--- config.mk ---
export PLATFORM = sky130hd
export DESIGN_NAME = fifo_sync_wconv
export DESIGN_NICKNAME = d
export VERILOG_FILES = /design/src/rtl/fifo_sync_wconv.sv
export SDC_FILE = /design/constraint.sdc
export NUM_CORES = 1
export LEC_CHECK = 0
export BUFFER_PORTS_ARGS = -buffer_cell sky130_fd_sc_hd__buf_2
export CAP_MARGIN = 5
export CORE_UTILIZATION = 49
export CTS_BUF_LIST = sky130_fd_sc_hd__clkbuf_4 sky130_fd_sc_hd__clkbuf_8
export DETAILED_ROUTE_END_ITERATION = 10
export MAX_ROUTING_LAYER = met4
export PLACE_DENSITY = 0.67
export SKIP_LAST_GASP = 1
export SLEW_MARGIN = 20
export SYNTH_ARGS = -nofsm -noshare
export SYNTH_HDL_FRONTEND = slang
export SYNTH_SLANG_ARGS = --single-unit
--- constraint.sdc ---
create_clock -name clk -period 3.55 [get_ports clk]
set_input_delay 0.1775 -clock clk [delete_from_list [all_inputs] [get_ports clk]]
set_output_delay 0.1775 -clock clk [all_outputs]
set_load 0.02 [all_outputs]
--- src/rtl/fifo_sync_wconv.sv ---
// fifo_sync_wconv: single-clock FIFO with integer-ratio width conversion.
//
// Storage is a ring of G-bit units, with G = min(DWI,DWO). A write deposits
// DWI/G units and a read removes DWO/G units. Unit 0 of a word always sits in
// the LSBs, so narrow-to-wide packs the first write low and wide-to-narrow
// emits the low slice first.
//
// Ports:
//   clk, rst_n        clock (rising edge), async active-low reset
//   flush             synchronous clear; wr_en/rd_en ignored that cycle
//   wr_en, wr_data    write request, DWI-bit data
//   rd_en, rd_data    read request, DWO-bit registered data
//   full, almost_full registered write-side flags
//   empty, almost_empty registered read-side flags (FWFT: empty = !rd_data valid)
//   wr_data_cnt       occupancy in DWI units
//   rd_data_cnt       complete DWO words held (FWFT: includes output register)
//   wr_err, rd_err    one-cycle pulses for rejected write / read
module fifo_sync_wconv #(
    parameter int DWI    = 8,
    parameter int AWI    = 7,
    parameter int DWO    = 16,
    parameter int AWO    = 6,
    parameter int FWFT   = 0,
    parameter int AF_LVL = 4,
    parameter int AE_LVL = 2
) (
    input  logic             clk,
    input  logic             rst_n,
    input  logic             flush,
    input  logic             wr_en,
    input  logic [DWI-1:0]   wr_data,
    input  logic             rd_en,
    output logic [DWO-1:0]   rd_data,
    output logic             full,
    output logic             almost_full,
    output logic             empty,
    output logic             almost_empty,
    output logic [AWI:0]     wr_data_cnt,
    output logic [AWO:0]     rd_data_cnt,
    output logic             wr_err,
    output logic             rd_err
);
    localparam int G     = (DWI < DWO) ? DWI : DWO;
    localparam int WU    = DWI / G;          // units per write
    localparam int RU    = DWO / G;          // units per read
    localparam int NU    = (1 << AWI) * WU;  // total units of storage
    localparam int UW    = $clog2(NU);
    localparam int CW    = UW + 1;
    localparam int WCW   = AWI + 1;
    localparam int RCW   = AWO + 1;
    localparam int RATIO = (DWI > DWO) ? DWI / DWO : DWO / DWI;
    localparam int WMAX  = (DWI > DWO) ? DWI : DWO;

    generate
        if (DWI * (1 << AWI) != DWO * (1 << AWO)) begin : g_bad_size
            $error("fifo_sync_wconv: DWI*2^AWI must equal DWO*2^AWO");
        end
        if ((WMAX % G) != 0 || (RATIO & (RATIO - 1)) != 0 || RATIO > 8) begin : g_bad_ratio
            $error("fifo_sync_wconv: width ratio must be a power of 2, at most 8");
        end
    endgenerate

    logic [G-1:0]   mem_q [NU];
    logic [UW-1:0]  wptr_q, wptr_d, rptr_q, rptr_d;
    logic [CW-1:0]  cnt_q, cnt_d, mem_cnt, free_d;
    logic           ovld_q, ovld_d;
    logic [DWO-1:0] rd_data_q, rd_data_d, rd_word;
    logic [WCW-1:0] wdc_q, wdc_d;
    logic [RCW-1:0] rdc_q, rdc_d;
    logic           full_q, full_d, af_q, af_d, empty_q, empty_d, ae_q, ae_d;
    logic           wr_err_q, wr_err_d, rd_err_q, rd_err_d;
    logic           wr_acc, rd_acc, mem_rd;

    always_comb begin
        wr_acc  = wr_en && !full_q && !flush;
        rd_acc  = rd_en && !empty_q && !flush;
        // cnt_q is the total held; in FWFT the output register owns RU of it.
        mem_cnt = cnt_q - (ovld_q ? CW'(RU) : CW'(0));
        if (FWFT != 0)
            // Prefetch when the output register is free or being popped.
            mem_rd = (!ovld_q || rd_acc) && (mem_cnt >= CW'(RU)) && !flush;
        else
            mem_rd = rd_acc;

        rd_word = '0;
        for (int i = 0; i < RU; i++)
            rd_word[i*G +: G] = mem_q[rptr_q + UW'(i)];

        cnt_d = cnt_q;
        if (wr_acc) cnt_d = cnt_d + CW'(WU);
        if (rd_acc) cnt_d = cnt_d - CW'(RU);
        wptr_d    = wr_acc ? wptr_q + UW'(WU) : wptr_q;
        rptr_d    = mem_rd ? rptr_q + UW'(RU) : rptr_q;
        rd_data_d = mem_rd ? rd_word : rd_data_q;

        ovld_d = 1'b0;
        if (FWFT != 0) begin
            if (mem_rd)      ovld_d = 1'b1;
            else if (rd_acc) ovld_d = 1'b0;
            else             ovld_d = ovld_q;
        end

        wr_err_d = wr_en && full_q && !flush;
        rd_err_d = rd_en && empty_q && !flush;

        if (flush) begin
            cnt_d     = '0;
            wptr_d    = '0;
            rptr_d    = '0;
            ovld_d    = 1'b0;
            rd_data_d = '0;
        end

        // Flags are derived from the next-state count so they are registered
        // and valid on the same edge that commits the operation.
        free_d  = CW'(NU) - cnt_d;
        wdc_d   = WCW'(CW'(1 << AWI) - free_d / CW'(WU));
        rdc_d   = RCW'(cnt_d / CW'(RU));
        full_d  = (wdc_d == WCW'(1 << AWI));
        af_d    = int'(free_d / CW'(WU)) <= AF_LVL;
        empty_d = (FWFT != 0) ? !ovld_d : (rdc_d == '0);
        ae_d    = int'(rdc_d) <= AE_LVL;
    end

    // Data storage carries no reset; validity is tracked by the pointers.
    always_ff @(posedge clk) begin
        if (wr_acc)
            for (int i = 0; i < WU; i++)
                mem_q[wptr_q + UW'(i)] <= wr_data[i*G +: G];
    end

    always_ff @(posedge clk or negedge rst_n) begin
        if (!rst_n) begin
            wptr_q    <= '0;
            rptr_q    <= '0;
            cnt_q     <= '0;
            ovld_q    <= 1'b0;
            rd_data_q <= '0;
            wdc_q     <= '0;
            rdc_q     <= '0;
            full_q    <= 1'b0;
            af_q      <= 1'b0;
            empty_q   <= 1'b1;
            ae_q      <= 1'b1;
            wr_err_q  <= 1'b0;
            rd_err_q  <= 1'b0;
        end else begin
            wptr_q    <= wptr_d;
            rptr_q    <= rptr_d;
            cnt_q     <= cnt_d;
            ovld_q    <= ovld_d;
            rd_data_q <= rd_data_d;
            wdc_q     <= wdc_d;
            rdc_q     <= rdc_d;
            full_q    <= full_d;
            af_q      <= af_d;
            empty_q   <= empty_d;
            ae_q      <= ae_d;
            wr_err_q  <= wr_err_d;
            rd_err_q  <= rd_err_d;
        end
    end

    assign rd_data      = rd_data_q;
    assign full         = full_q;
    assign almost_full  = af_q;
    assign empty        = empty_q;
    assign almost_empty = ae_q;
    assign wr_data_cnt  = wdc_q;
    assign rd_data_cnt  = rdc_q;
    assign wr_err       = wr_err_q;
    assign rd_err       = rd_err_q;
endmodule
# ---- Word level (Yosys, flattened, before mapping)
# Memories as Yosys holds them, arrays and structs flattened.
# Cells that the tools add are included.
dict set report word_totals {
  n_memories 1
  out_inout_bits 37
  reg_bits 59
  ramBits 1024
  wordCells 48
  input_bits 13
}
dict set report classes {
  n_addsub 7
  muxes 11
  magnitude_cmp 2
  n_eq_ne 1
  n_reduce_logical 14
}
# name depth width read_ports rd_ports_with_merged_regs wr line
set mem_list {}
lappend mem_list {mem_q 128 8 2 0 1 63} ;# logic [G-1:0] mem_q [NU];
# op n
set op_table {}
lappend op_table {{$mux W16} 2}
lappend op_table {{$mux W7} 4}
lappend op_table {{$mux W8} 3}
lappend op_table {{$sub A8 B8 Y8 const A} 2}
lappend op_table {{$add A7 B1 Y7 const B} 2}
lappend op_table {{$add A8 B1 Y8 const B} 1}
lappend op_table {{$eq A8 B8 Y1 const B} 1}
lappend op_table {{$le A8 B3 Y1 const B} 1}
lappend op_table {{$logic_and A1 B1 Y1} 8}
lappend op_table {{$sub A8 B2 Y8 const B} 1}
lappend op_table {{$add A7 B2 Y7 const B} 1}
lappend op_table {{$le A7 B2 Y1 const B} 1}
lappend op_table {{$logic_not A7 Y1} 1}
lappend op_table {{$reduce_bool A2 Y1} 2}
lappend op_table {{$logic_not A1 Y1} 3}
lappend op_table {{$mux W1} 2}

# ---- Logic depth before layout (Yosys ltp)
# Gate-level depths: netlist of the first run.
dict set report depth {
  ltp_word 10
  depth_mapped 15
  depth_no_buf 13
}

# ---- Least setup slack after synthesis of the first run
# No wires, ideal clock.
dict set report synth_path {
  path_type {register to register}
  from {register full_q, in the netlist full}
  to {register full_q, in the netlist full}
  t_arrival_ns 3.688
  stages_incl_launch_ff 16
  n_path_buf 2
  period_less_slack_ns 3.756
  setup_slack_ns -0.206
  t_required_ns 3.482
  cell_sequence {dfrtp_1 -> or3b_1 -> buf_4 -> nand2_1 -> a21boi_0 -> ha_1 -> and3b_1 -> a22oi_1 -> nor3_1 -> a311oi_1 -> clkbuf_1 -> o2111ai_1 -> o311ai_2 -> mux2i_1 -> xor2_1 -> and4bb_1}
}
dict set report synth_via {
  elab_chain_len 10
}
# element line
set synth_rtl {}
lappend synth_rtl {{start: declaration} 70} ;# logic full_q, full_d, af_q, af_d, empty_q, empty_d, ae_q, ae_d;
lappend synth_rtl {{start signal: assignment} 155} ;# full_q <= full_d;
lappend synth_rtl {{$logic_not A1 Y1 *} 75} ;# wr_acc = wr_en && !full_q && !flush;
lappend synth_rtl {{$logic_and A1 B1 Y1 * (2 in a row)} 75}
lappend synth_rtl {{$mux W8 *} 90} ;# if (wr_acc) cnt_d = cnt_d + CW'(WU);
lappend synth_rtl {{$sub A8 B2 Y8} 91} ;# if (rd_acc) cnt_d = cnt_d - CW'(RU);
lappend synth_rtl {{$mux W8 *} 91}
lappend synth_rtl {{$mux W8 *} 106} ;# if (flush) begin
lappend synth_rtl {{$sub A8 B8 Y8 *} 116} ;# free_d = CW'(NU) - cnt_d;
lappend synth_rtl {{$sub A8 B8 Y8 *} 117} ;# wdc_d = WCW'(CW'(1 << AWI) - free_d / CW'(WU));
lappend synth_rtl {{net wdc_d[7]} 68} ;# logic [WCW-1:0] wdc_q, wdc_d;
lappend synth_rtl {{$eq A8 B8 Y1 *} 119} ;# full_d = (wdc_d == WCW'(1 << AWI));
lappend synth_rtl {{net full_d} 70}
# The timed path passes the listed nets; every way through them passes the cells marked *.
# A chain may end at the register's enable or synchronous reset.

# ---- Final worst setup path of the first run
dict set report layout_path {
  from {register full_q, in the netlist full}
  to {register af_q, in the netlist almost_full}
}
dict set report layout_via {
  elab_chain_len 9
}
# element line
set layout_rtl {}
lappend layout_rtl {{$logic_not A1 Y1 *} 75}
lappend layout_rtl {{$logic_and A1 B1 Y1 * (2 in a row)} 75}
lappend layout_rtl {{$mux W8 *} 90}
lappend layout_rtl {{$sub A8 B2 Y8} 91}
lappend layout_rtl {{$mux W8 *} 91}
lappend layout_rtl {{$mux W8 *} 106}
lappend layout_rtl {{$sub A8 B8 Y8 *} 116}
lappend layout_rtl {{$le A8 B3 Y1 *} 120} ;# af_d = int'(free_d / CW'(WU)) <= AF_LVL;
lappend layout_rtl {{net af_d} 70}
lappend layout_rtl {{end signal: assignment} 142} ;# af_q <= 1'b0;
lappend layout_rtl {{end signal: assignment} 156} ;# af_q <= af_d;
lappend layout_rtl {{end: declaration} 70}
# Marked as above.

==> summary.txt, run 1 <==
Outcome
  • Run status: finished clean

Min path
  • Hold Path Sink: mem_q[127][5]$_DFFE_PP_
  • Worst Hold Depth: 1
  • Hold_sp: wr_data[5]
  • Min-Delay Path Class: in -> reg

Detailed routing
  • Total number of vias: 20200
  • Vias/cell: ~6
  • TritonRoute pass-1 iters: 5
  • Average wire per standard cell: between 20 and 30 um
  • Routed WL: approximately 94 mm
  • DRT antenna net count: 0
  • Number of remaining DRC errors: 0
  • DR iter-0 viols: 2022

Clock network
  • Max Root-Sink Buffers: 3
  • Num CTS Buffers: 163
  • Worst-path clk slew: approximately 60 ps
  • CTS root buf: clkbuf_8
  • CTS tree: done
  • Latest clock arrival within the worst-skew pair: approximately 820 ps
  • Clock sink count: 1074
  • H-tree levels: 4

Layout
  • Layout area overhead: 14.3%
  • FF/Latch Area: 0.0320 mm2
  • Layout cell share with drive strength beyond 1: 0.357
  • Nets: 2186
  • Fill cells: roughly 6000
  • Final core utilization: 0.565
  • Multi-input gate area: about 0.0097 mm2

Timing
  • Max-slew violations: 0
  • Slew margin rel.: 0.289
  • Fin. Hold Viols: 0
  • Max frequency: between 200 and 300 MHz
  • Tcrit/Tclk final: 0.978
  • Slew @ Worst Pin: 1070 ps
  • Post-route setup slack: just under 80 ps
  • Clock period minus worst slack: around 3500 ps
  • Final hold slack: roughly 36 ps
  • Setup Viol. Count Final: 0
  • Clock Skew: 30.5 ps

Global routing
  • Global-route wire length before repair: 139 mm
  • Antenna violations before repair: 4
  • Vias in the first global route: 20800
  • Largest net degree at the start of global routing: approximately 120
  • GRT Residual Overflow: 0
  • Total GRT Usage: 0.232

Floorplan
  • Initial core utilization: 0.494
  • Die Span Y: 295 um
  • Floorplan row count: about 110
  • Die area: 0.0869 mm2
  • Placeable Area: roughly 0.085 mm2
  • Die Width: 295 um
  • # IOs: 50

Synth
  • XOR/XNOR Fraction of Synth Area: 0.00643
  • Mux cell area share after synthesis: 0.181
  • Main combinational cell family by area after synthesis: multiplexers
  • Top FF cell, synth: edfxtp_1
  • Syn Area/Cell: 22.1 um2
  • Async SR Flop Fraction: 0.0466
  • Most instantiated library cell after synthesis: edfxtp_1
  • Synthesis-stage register bit count: 1074
  • Synth area leaders: edfxtp_1 73%, mux4_2 18%, dfrtp_1 2.9%
  • Area leader, netlist: edfxtp_1
  • Yosys Warn Count: 0
  • Post-synth EDFFs: between 1000 and 1500
  • Adder-cell share of the synthesized area: 0.00179
  • Net Count, Synth: 1922
  • Sequential area share after synthesis: 0.761
  • Top cell type's share of synthesized area: 0.732
  • Simple-gate share of the synthesized area: 0.0324
  • Compound-Gate Fraction of Synth Area: 0.00732
  • Gate Count Post-Synth: between 1500 and 2000
  • Post-synth top cells: 1024 x edfxtp_1, 336 x mux4_2, 147 x nor2_1
  • Netlist cell types: 57
  • Post-synthesis cell area: around 0.042 mm2

Power
  • Net switching power: just over 7 mW
  • Pwr/cell area: 595 mW/mm2
  • Seq pwr share: 0.495
  • Worst vdd ir: between 0.0003 and 0.0004 V
  • Switching Share: 0.249
  • P_int: 21.5 mW
  • Static leakage: about 15 nW
  • Clk pwr share: 0.351
  • Comb pwr share: 0.154

Placed design
  • Port bufs: just under 50
  • RD Place Congestion: about 0.87
  • Pre-CTS setup slack: approximately 27 ps
  • DP Wirelength: between 50 and 60 mm

Setup path
  • WS Path Type: reg -> reg
  • R2R Path End: almost_full$_DFF_PN0_
  • CP required: between 4000 and 5000 ps
  • CP Capture Type: register
  • FF-to-FF path depth: 13
  • CP Max Fanout: 7
  • Reg2reg start: full$_DFF_PN0_
  • Worst EP arrival: 4200 ps
  • Flop2flop setup slack: 80 ps
  • Crit start category: register

Job
  • Max cap viols: 0
==> critical path, cell delays in order, from the launching register on <==
cell      delay [ps]
dfrtp_1          400
or3b_1           380
nand2_1          150
a21boi_4         220
ha_2             290
and3b_2          250
a22oi_2          210
nor3_1            60
a311oi_1         260
buf_4            220
o31a_1           200
a21oi_1           60
or4_1            430
a22oi_1          230
==> cell families after synthesis <==
family	after synthesis
mux	338
simple gates	299
xor+xnor	30
compound gates	46
buf+inv	110
fa+ha+maj	6
flops	1074
==> metal layers <==
| metal | share of wire | vias to the layer above | routed length [um] | track usage |
|---|---|---|---|---|
| met1 | 0.39 | 10700 | 37200 | 0.304 |
| met5 | 0 | - | 0 | - |
| met2 | 0.50 | 799 | 47100 | 0.357 |
| li1 | - | 8508 | - | - |
| met3 | 0.088 | 135 | 8330 | 0.0652 |
| met4 | 0.020 | 0 | 1870 | 0.0658 |
==> registers in the layout, summed over array words and instances (netlist names) <==
name	cells
almost_full	1
wptr_q	7
rd_err	1
full	1
rptr_q	6
rd_data_cnt	6
empty	1
rd_data	16
wr_err	1
mem_q	1024
wr_data_cnt	8
almost_empty	1
cnt_q	1
==> how the worst max path moves through the flow <==
| stage | slack (ps) | cells after the start | startpoint | endpoint |
|---|---|---|---|---|
| floorplan | 6 | 15 | full$_DFF_PN0_ | full$_DFF_PN0_ |
| global placement | 100 | 14 | full$_DFF_PN0_ | full$_DFF_PN0_ |
| detailed placement | 30 | 14 | full$_DFF_PN0_ | full$_DFF_PN0_ |
| CTS | 50 | 13 | full$_DFF_PN0_ | full$_DFF_PN0_ |
| global route | -80 | 15 | wr_data_cnt[0]$_DFF_PN0_ | full$_DFF_PN0_ |
| finish | 80 | 13 | full$_DFF_PN0_ | almost_full$_DFF_PN0_ |
==> final cells by class <==
class	count	share of cell area
multi-input combinational	719	0.201
timing repair buffer	205	0.0345
tap	1144	0.0298
inverter	4	0.000313
clock inverter	73	0.0102
antenna	2	0.000104
sequential	1074	0.666
clock buffer	228	0.0573
==> power groups by stage <==
stage               Clock [mW]  Sequential [mW]  Combinational (mW)
floorplan                    0             14.5                2.66
global placement             0             14.4                4.27
detailed placement           0             14.4                4.33
CTS                       10.2             14.1                4.36
global route              10.8             14.1                4.69
finish                    10.0             14.1                4.40
==> cells in the final DEF, fill, tap and decap left out, drive strengths merged, types with 2 or more instances in the layout <==
master and instances:
a211oi 3, a21oi 24, a22oi 2, and2 2, and3 7, and4bb 2, buf 193, bufinv 4
clkbuf 228, clkinv 56, clkinvlp 5, dfrtp 48, dfstp 2, diode 2, dlygate4sd3 12, edfxtp 1024
ha 6, inv 12, mux4 336, nand2 68, nand2b 3, nand3 18, nand3b 2, nand4 7
nor2 147, nor2b 9, nor3 16, nor4 3, o2111ai 4, o21a 2, o21ai 3, o311ai 2
or3 3, or4 2, or4b 3, xnor2 12, xor2 18
==> per-stage QoR <==
step / TNS, ps / instance area (um2) / power (mW) / instances
2_1_floorplan: 0 / 42000 / 17.2 / 1903
3_3_place_gp: 0 / 44500 / 18.7 / 3126
3_5_place_dp: 0 / 44500 / 18.7 / 3126
4_1_cts: 0 / 47900 / 28.7 / 3439
5_1_grt: -133 / 48000 / 29.6 / 3449
6_report: 0 / 48000 / 28.6 / 3449
==> repair_timing <==
item | 4_1_cts | 5_1_grt
gates resized for setup | 1 | 11
hold buffers | 12 | 1
setup buffers | 0 | 7
setup endpoints to repair | 1 | 3
pin swaps | 0 | 4
hold endpoints to repair | 272 | 13
Power figures use the tool's default switching activity.
==> inputs of run 2 (changes only) <==
Settings changed: CORE_UTILIZATION 49 to 40, PLACE_DENSITY 0.67 to unset.
==> summary.txt, run 2 (synthesized netlist as in run 1, its figures left out) <==
Floorplan
  • Die area: around 0.11 mm2
  • Placeable Area: 0.104 mm2
  • Die Span Y: ~330 um
  • Die Width: about 330 um
  • # IOs: 50
  • Initial core utilization: 0.405
  • Floorplan row count: 118

Power
  • Worst vdd ir: roughly 0.00032 V
  • Pwr/cell area: between 500 and 600 mW/mm2
  • Static leakage: about 15 nW
  • Pwr Total: 28.9 mW

Placed design
  • RD Place Congestion: between 0.8 and 0.9
  • DP Wirelength: just over 60 mm
  • Port bufs: just under 50

Setup path
  • Flop2flop setup slack: roughly 150 ps
  • Bufs and invs on worst path: 1
  • Critical path, cell by cell: buf_4 > and3_1 > a2111oi_2 > nor2_1 > a211oi_1 > mux2_2 > or4b_4 > mux2i_2 > xor2_1 > and4bb_1
  • Worst EP arrival: a little over 4000 ps
  • CP Capture Type: register
  • Slowest Stage Delay on Critical Path: ~510 ps
  • Slowest-stage cell, CP: or4b_4
  • Crit start category: register
  • WS Path Type: reg -> reg
  • CP required: roughly 4300 ps
  • CP Max Fanout: 4
  • CP top delay family: simple AND/OR/NAND/NOR gates

Timing
  • Clock Skew: ~35 ps
  • Slew margin rel.: 0.247
  • Tcrit/Tclk final: 0.959
  • Setup repair after global routing missed its margin: yes
  • Setup Viol. Count Final: 0
  • Fin. Hold Viols: 0
  • Clock period minus worst slack: 3400 ps
  • Slew @ Worst Pin: approximately 1100 ps
  • Max frequency: about 300 MHz
  • Max-slew violations: 0

Global routing
  • Largest net degree at the start of global routing: slightly above 100
  • GRT Residual Overflow: 0
  • Antenna violations before repair: 5
  • Total GRT Usage: 0.196
  • Vias in the first global route: approximately 21000
  • Global-route wire length before repair: around 150 mm

Detailed routing
  • Total number of vias: 20500
  • Routed WL: ~100 mm
  • TritonRoute pass-1 iters: 5
  • DRT antenna net count: 0
  • Average wire per standard cell: between 20 and 30 um
  • DR iter-0 viols: about 2000
  • Number of remaining DRC errors: 0
  • Vias/cell: approximately 5.5

Clock network
  • Clock sink count: between 1000 and 1500
  • Num CTS Buffers: 170
  • CTS tree: done
  • Latest clock arrival within the worst-skew pair: 830 ps
  • H-tree levels: 4
  • Worst-path clk slew: 60 ps
  • Max Root-Sink Buffers: 3
  • CTS root buf: clkbuf_8

Layout
  • Fill cells: roughly 8500
  • Most flop-heavy register: mem_q
  • Nets: about 2200
  • Final core utilization: 0.467
  • Layout area overhead: 15.4%
  • Commonest non-fill, non-tap cell in the layout: edfxtp_1
  • Layout cell share with drive strength beyond 1: 0.356
  • Max FFs per register: 1024
  • Most frequent cells in the layout: 1024 x edfxtp_1, 336 x mux4_2, 175 x clkbuf_8

Min path
  • Min-Delay Path Class: in -> reg

Outcome
  • Run status: finished clean

Job
  • Max cap viols: 0
## run 2: changes by cell type in the layout (fill, tap and decap cells not counted), sizes merged
cell         previous run  this run
clkinvlp                5         4
diode                   2         7
buf                   193       196
dlygate4sd3            12        11
clkbuf                228       234
clkinv                 56        64
## run 2: stage by stage
step	hold slack, ps	std cells	setup WS (ps)	cell area (um2)	setup TNS [ps]
floorplan	-118	1903	5.76	42000	0
global placement	304	3367	123	44900	0
detailed placement	304	3367	96.1	44900	0
CTS	16.6	3691	63.4	48400	0
global route	70.1	3704	-20.8	48500	-20.8
finish	63.4	3705	145	48500	0
## run 2: layer usage
metal | global-route usage | up-vias | wire [um]
met3 | 0.0387 | 130 | 7000
met4 | 0.0514 | 0 | 1690
met2 | 0.298 | 760 | 48100
met5 | - | - | 0
li1 | - | 8542 | -
met1 | 0.272 | 11000 | 43100
## run 2: worst paths after layout
kind / startpoint / end / depth (start not counted)
max in group asynchronous: rst_n / almost_empty$_DFF_PN1_ / 3
setup reg to reg: rd_data_cnt[0]$_DFF_PN0_ / full$_DFF_PN0_ / 10
min in group asynchronous: rst_n / rd_data[4]$_DFFE_PN0N_ / 3
hold reg to reg: rd_data[1]$_DFFE_PN0N_ / rd_data[1]$_DFFE_PN0N_ / 2
setup / recovery: rd_data_cnt[0]$_DFF_PN0_ / full$_DFF_PN0_ / 10
hold / removal: wr_data[5] / mem_q[21][5]$_DFFE_PP_ / 1
## run 2: layout make-up
cell class                      instances  area, um2  area share
Antenna cell                            7       17.5    0.000361
Clock buffer                          234       2850      0.0588
Clock inverter                         80        498      0.0103
Inverter                                4       15.0    0.000310
Multi-Input combinational cell        719       9660       0.199
Sequential cell                      1074      32000       0.660
Tap cell                             1380       1730      0.0356
Timing Repair Buffer                  207       1720      0.0355
## run 2: what timing repair did
| action | 4_1_cts | 5_1_grt |
|---|---|---|
| resized for setup | 0 | 13 |
| endpoints found under the hold margin | 228 | 47 |
| setup endpoints to repair | 0 | 2 |
| hold buffers | 10 | 2 |
| buffers inserted | 0 | 4 |
## run 2: power by group
group / switching, mW / internal [mW]
combinational: 2.35 / 2.11
sequential: 0.147 / 14.0
clock: 4.79 / 5.52
==> inputs of run 3 (changes only) <==
Settings changed: MAX_ROUTING_LAYER met4 to unset, SLEW_MARGIN 20 to unset.
==> summary.txt, run 3 (synthesized netlist as in run 1, its figures left out) <==
Layout
  • Nets: about 2200
  • Most frequent cells in the layout: 1024 x edfxtp_1, 336 x mux4_2, 175 x clkbuf_8
  • FF/Latch Area: about 0.032 mm2
  • Layout area overhead: 15.3%
  • Fill cells: 8521
  • Max FFs per register: 1024
  • Commonest non-fill, non-tap cell in the layout: edfxtp_1
  • Layout Cells excl Fill: around 3700
  • Layout cell share with drive strength beyond 1: 0.357
  • Multi-input gate area: between 0.009 and 0.01 mm2
  • Final core utilization: 0.467
  • Design area: between 0.04 and 0.05 mm2
  • Most flop-heavy register: mem_q

Placed design
  • Placed Area: between 0.04 and 0.05 mm2
  • Placed instance count: between 3000 and 4000
  • RD Place Congestion: 0.816
  • Pre-CTS setup slack: 96.1 ps
  • DP Wirelength: around 62 mm
  • Port bufs: 49

Timing
  • Clock Skew: ~37 ps
  • Setup Viol. Count Final: 0
  • Clock period minus worst slack: 3390 ps
  • Max frequency: roughly 300 MHz
  • Slew @ Worst Pin: roughly 1300 ps
  • Tcrit/Tclk final: 0.955
  • Fin. Hold Viols: 0
  • TNS Setup: 0 ps
  • Setup repair after global routing missed its margin: yes
  • Max-slew violations: 0
  • Post-route setup slack: 161 ps
  • Final hold slack: ~53 ps
  • Slew margin rel.: 0.147

Setup path
  • WP depth: 14
  • CP Max Fanout: 11
  • Top cell by count, worst path: buf_4
  • Worst EP arrival: 4130 ps
  • CP top delay family: simple AND/OR/NAND/NOR gates
  • Crit start category: register
  • CP required: approximately 4300 ps
  • Setup crit start: full$_DFF_PN0_
  • CP Capture Type: register
  • Bufs and invs on worst path: 2
  • Critical path, cell by cell: or3b_1 > nand2_1 > a21boi_2 > ha_2 > nand3b_1 > or4b_1 > nand4_1 > buf_4 > buf_4 > o2111ai_1 > o311ai_2 > mux2i_2 > xor2_1 > and4bb_1
  • Flop2flop setup slack: approximately 160 ps
  • Slowest-stage cell, CP: or4b_1
  • WS Path Type: reg -> reg
  • Slowest Stage Delay on Critical Path: approximately 480 ps
  • FF-to-FF path depth: 14
  • R2R Path End: full$_DFF_PN0_
  • Crit path to: full$_DFF_PN0_
  • Reg2reg start: full$_DFF_PN0_

Clock network
  • Num CTS Buffers: 170
  • CTS root buf: clkbuf_8
  • Worst-path clk slew: 60 ps
  • H-tree levels: 4
  • Clock sink count: 1074
  • Max Root-Sink Buffers: 3
  • CTS tree: done
  • Latest clock arrival within the worst-skew pair: 830 ps

Min path
  • Min-Delay Path Class: in -> async

Global routing
  • Largest net degree at the start of global routing: 103
  • GRT Residual Overflow: 0
  • Antenna violations before repair: 7
  • Global-route wire length before repair: approximately 150 mm
  • Total GRT Usage: 0.190
  • Vias in the first global route: ~21000

Detailed routing
  • TritonRoute pass-1 iters: 5
  • Average wire per standard cell: about 27 um
  • DRT antenna net count: 0
  • Routed WL: 100 mm
  • Vias/cell: 5.54
  • DR iter-0 viols: around 2000
  • Total number of vias: around 21000
  • Number of remaining DRC errors: 0

Power
  • Comb pwr share: 0.154
  • Worst vdd ir: ~0.00032 V
  • Switching Share: 0.252
  • Seq pwr share: 0.489
  • Pwr Total: slightly below 30 mW
  • Pwr/cell area: between 500 and 600 mW/mm2
  • Net switching power: between 7 and 8 mW
  • P_int: 21.6 mW
  • Static leakage: ~15 nW
  • Clk pwr share: 0.356

Floorplan
  • Floorplan row count: 118
  • Die Width: 326 um
  • Die Span Y: 326 um
  • Initial core utilization: 0.405
  • Die area: 0.106 mm2
  • Placeable Area: slightly above 0.1 mm2
  • # IOs: 50

Job
  • Max cap viols: 0

Outcome
  • Run status: finished clean
-- run 3: changes by cell type in the layout (fill, tap and decap cells not counted) --
cell           before  now
buf_6               2    0
diode_2             7    6
buf_4             133  135
dlygate4sd3_1      11    9
-- run 3: per-layer routing --
metal | wire (um) | share of wire | global-route usage
met3 | 6980 | 0.070 | 0.0410
met1 | 43100 | 0.43 | 0.270
met4 | 1870 | 0.019 | 0.0529
met5 | 27 | 0.00027 | 0
met2 | 48000 | 0.48 | 0.296
-- run 3: power by group through the flow --
stage	clock network, mW	logic, mW	registers [mW]
after floorplan	0	2.66	14.5
after global placement	0	4.37	14.4
after detailed placement	0	4.43	14.4
after CTS	10.5	4.46	14.2
after global routing	11.1	4.74	14.2
final	10.3	4.47	14.2
-- run 3: how the worst min path moves through the flow --
stage	to	from
final	rd_data[4]$_DFFE_PN0N_	rst_n
after CTS	rd_data[4]$_DFFE_PN0N_	rst_n
after floorplan	almost_full$_DFF_PN0_	rst_n
after global routing	rd_data[8]$_DFFE_PN0N_	rst_n
after global placement	rd_data[6]$_DFFE_PN0N_	rst_n
after detailed placement	rd_data[2]$_DFFE_PN0N_	rst_n
-- run 3: tightest hold or removal path: stages --
cell	delay (ps)
dlygate4sd3_1	520
buf_2	280
buf_12	250
-- run 3: timing repair --
item | CTS | global route
buffers inserted | 0 | 4
hold buffers | 10 | 0
hold endpoints to repair | 228 | 0
resized for setup | 0 | 13
setup endpoints to repair | 0 | 2
-- run 3: final cells by class --
class                   instances  share of cell area
clock buffers                 234              0.0588
well taps                    1380              0.0356
inverters                       4            0.000310
multi-input cells             719               0.199
diodes                          6            0.000310
repair buffers                205              0.0349
clock inverters                80              0.0103
flip-flops and latches       1074               0.660
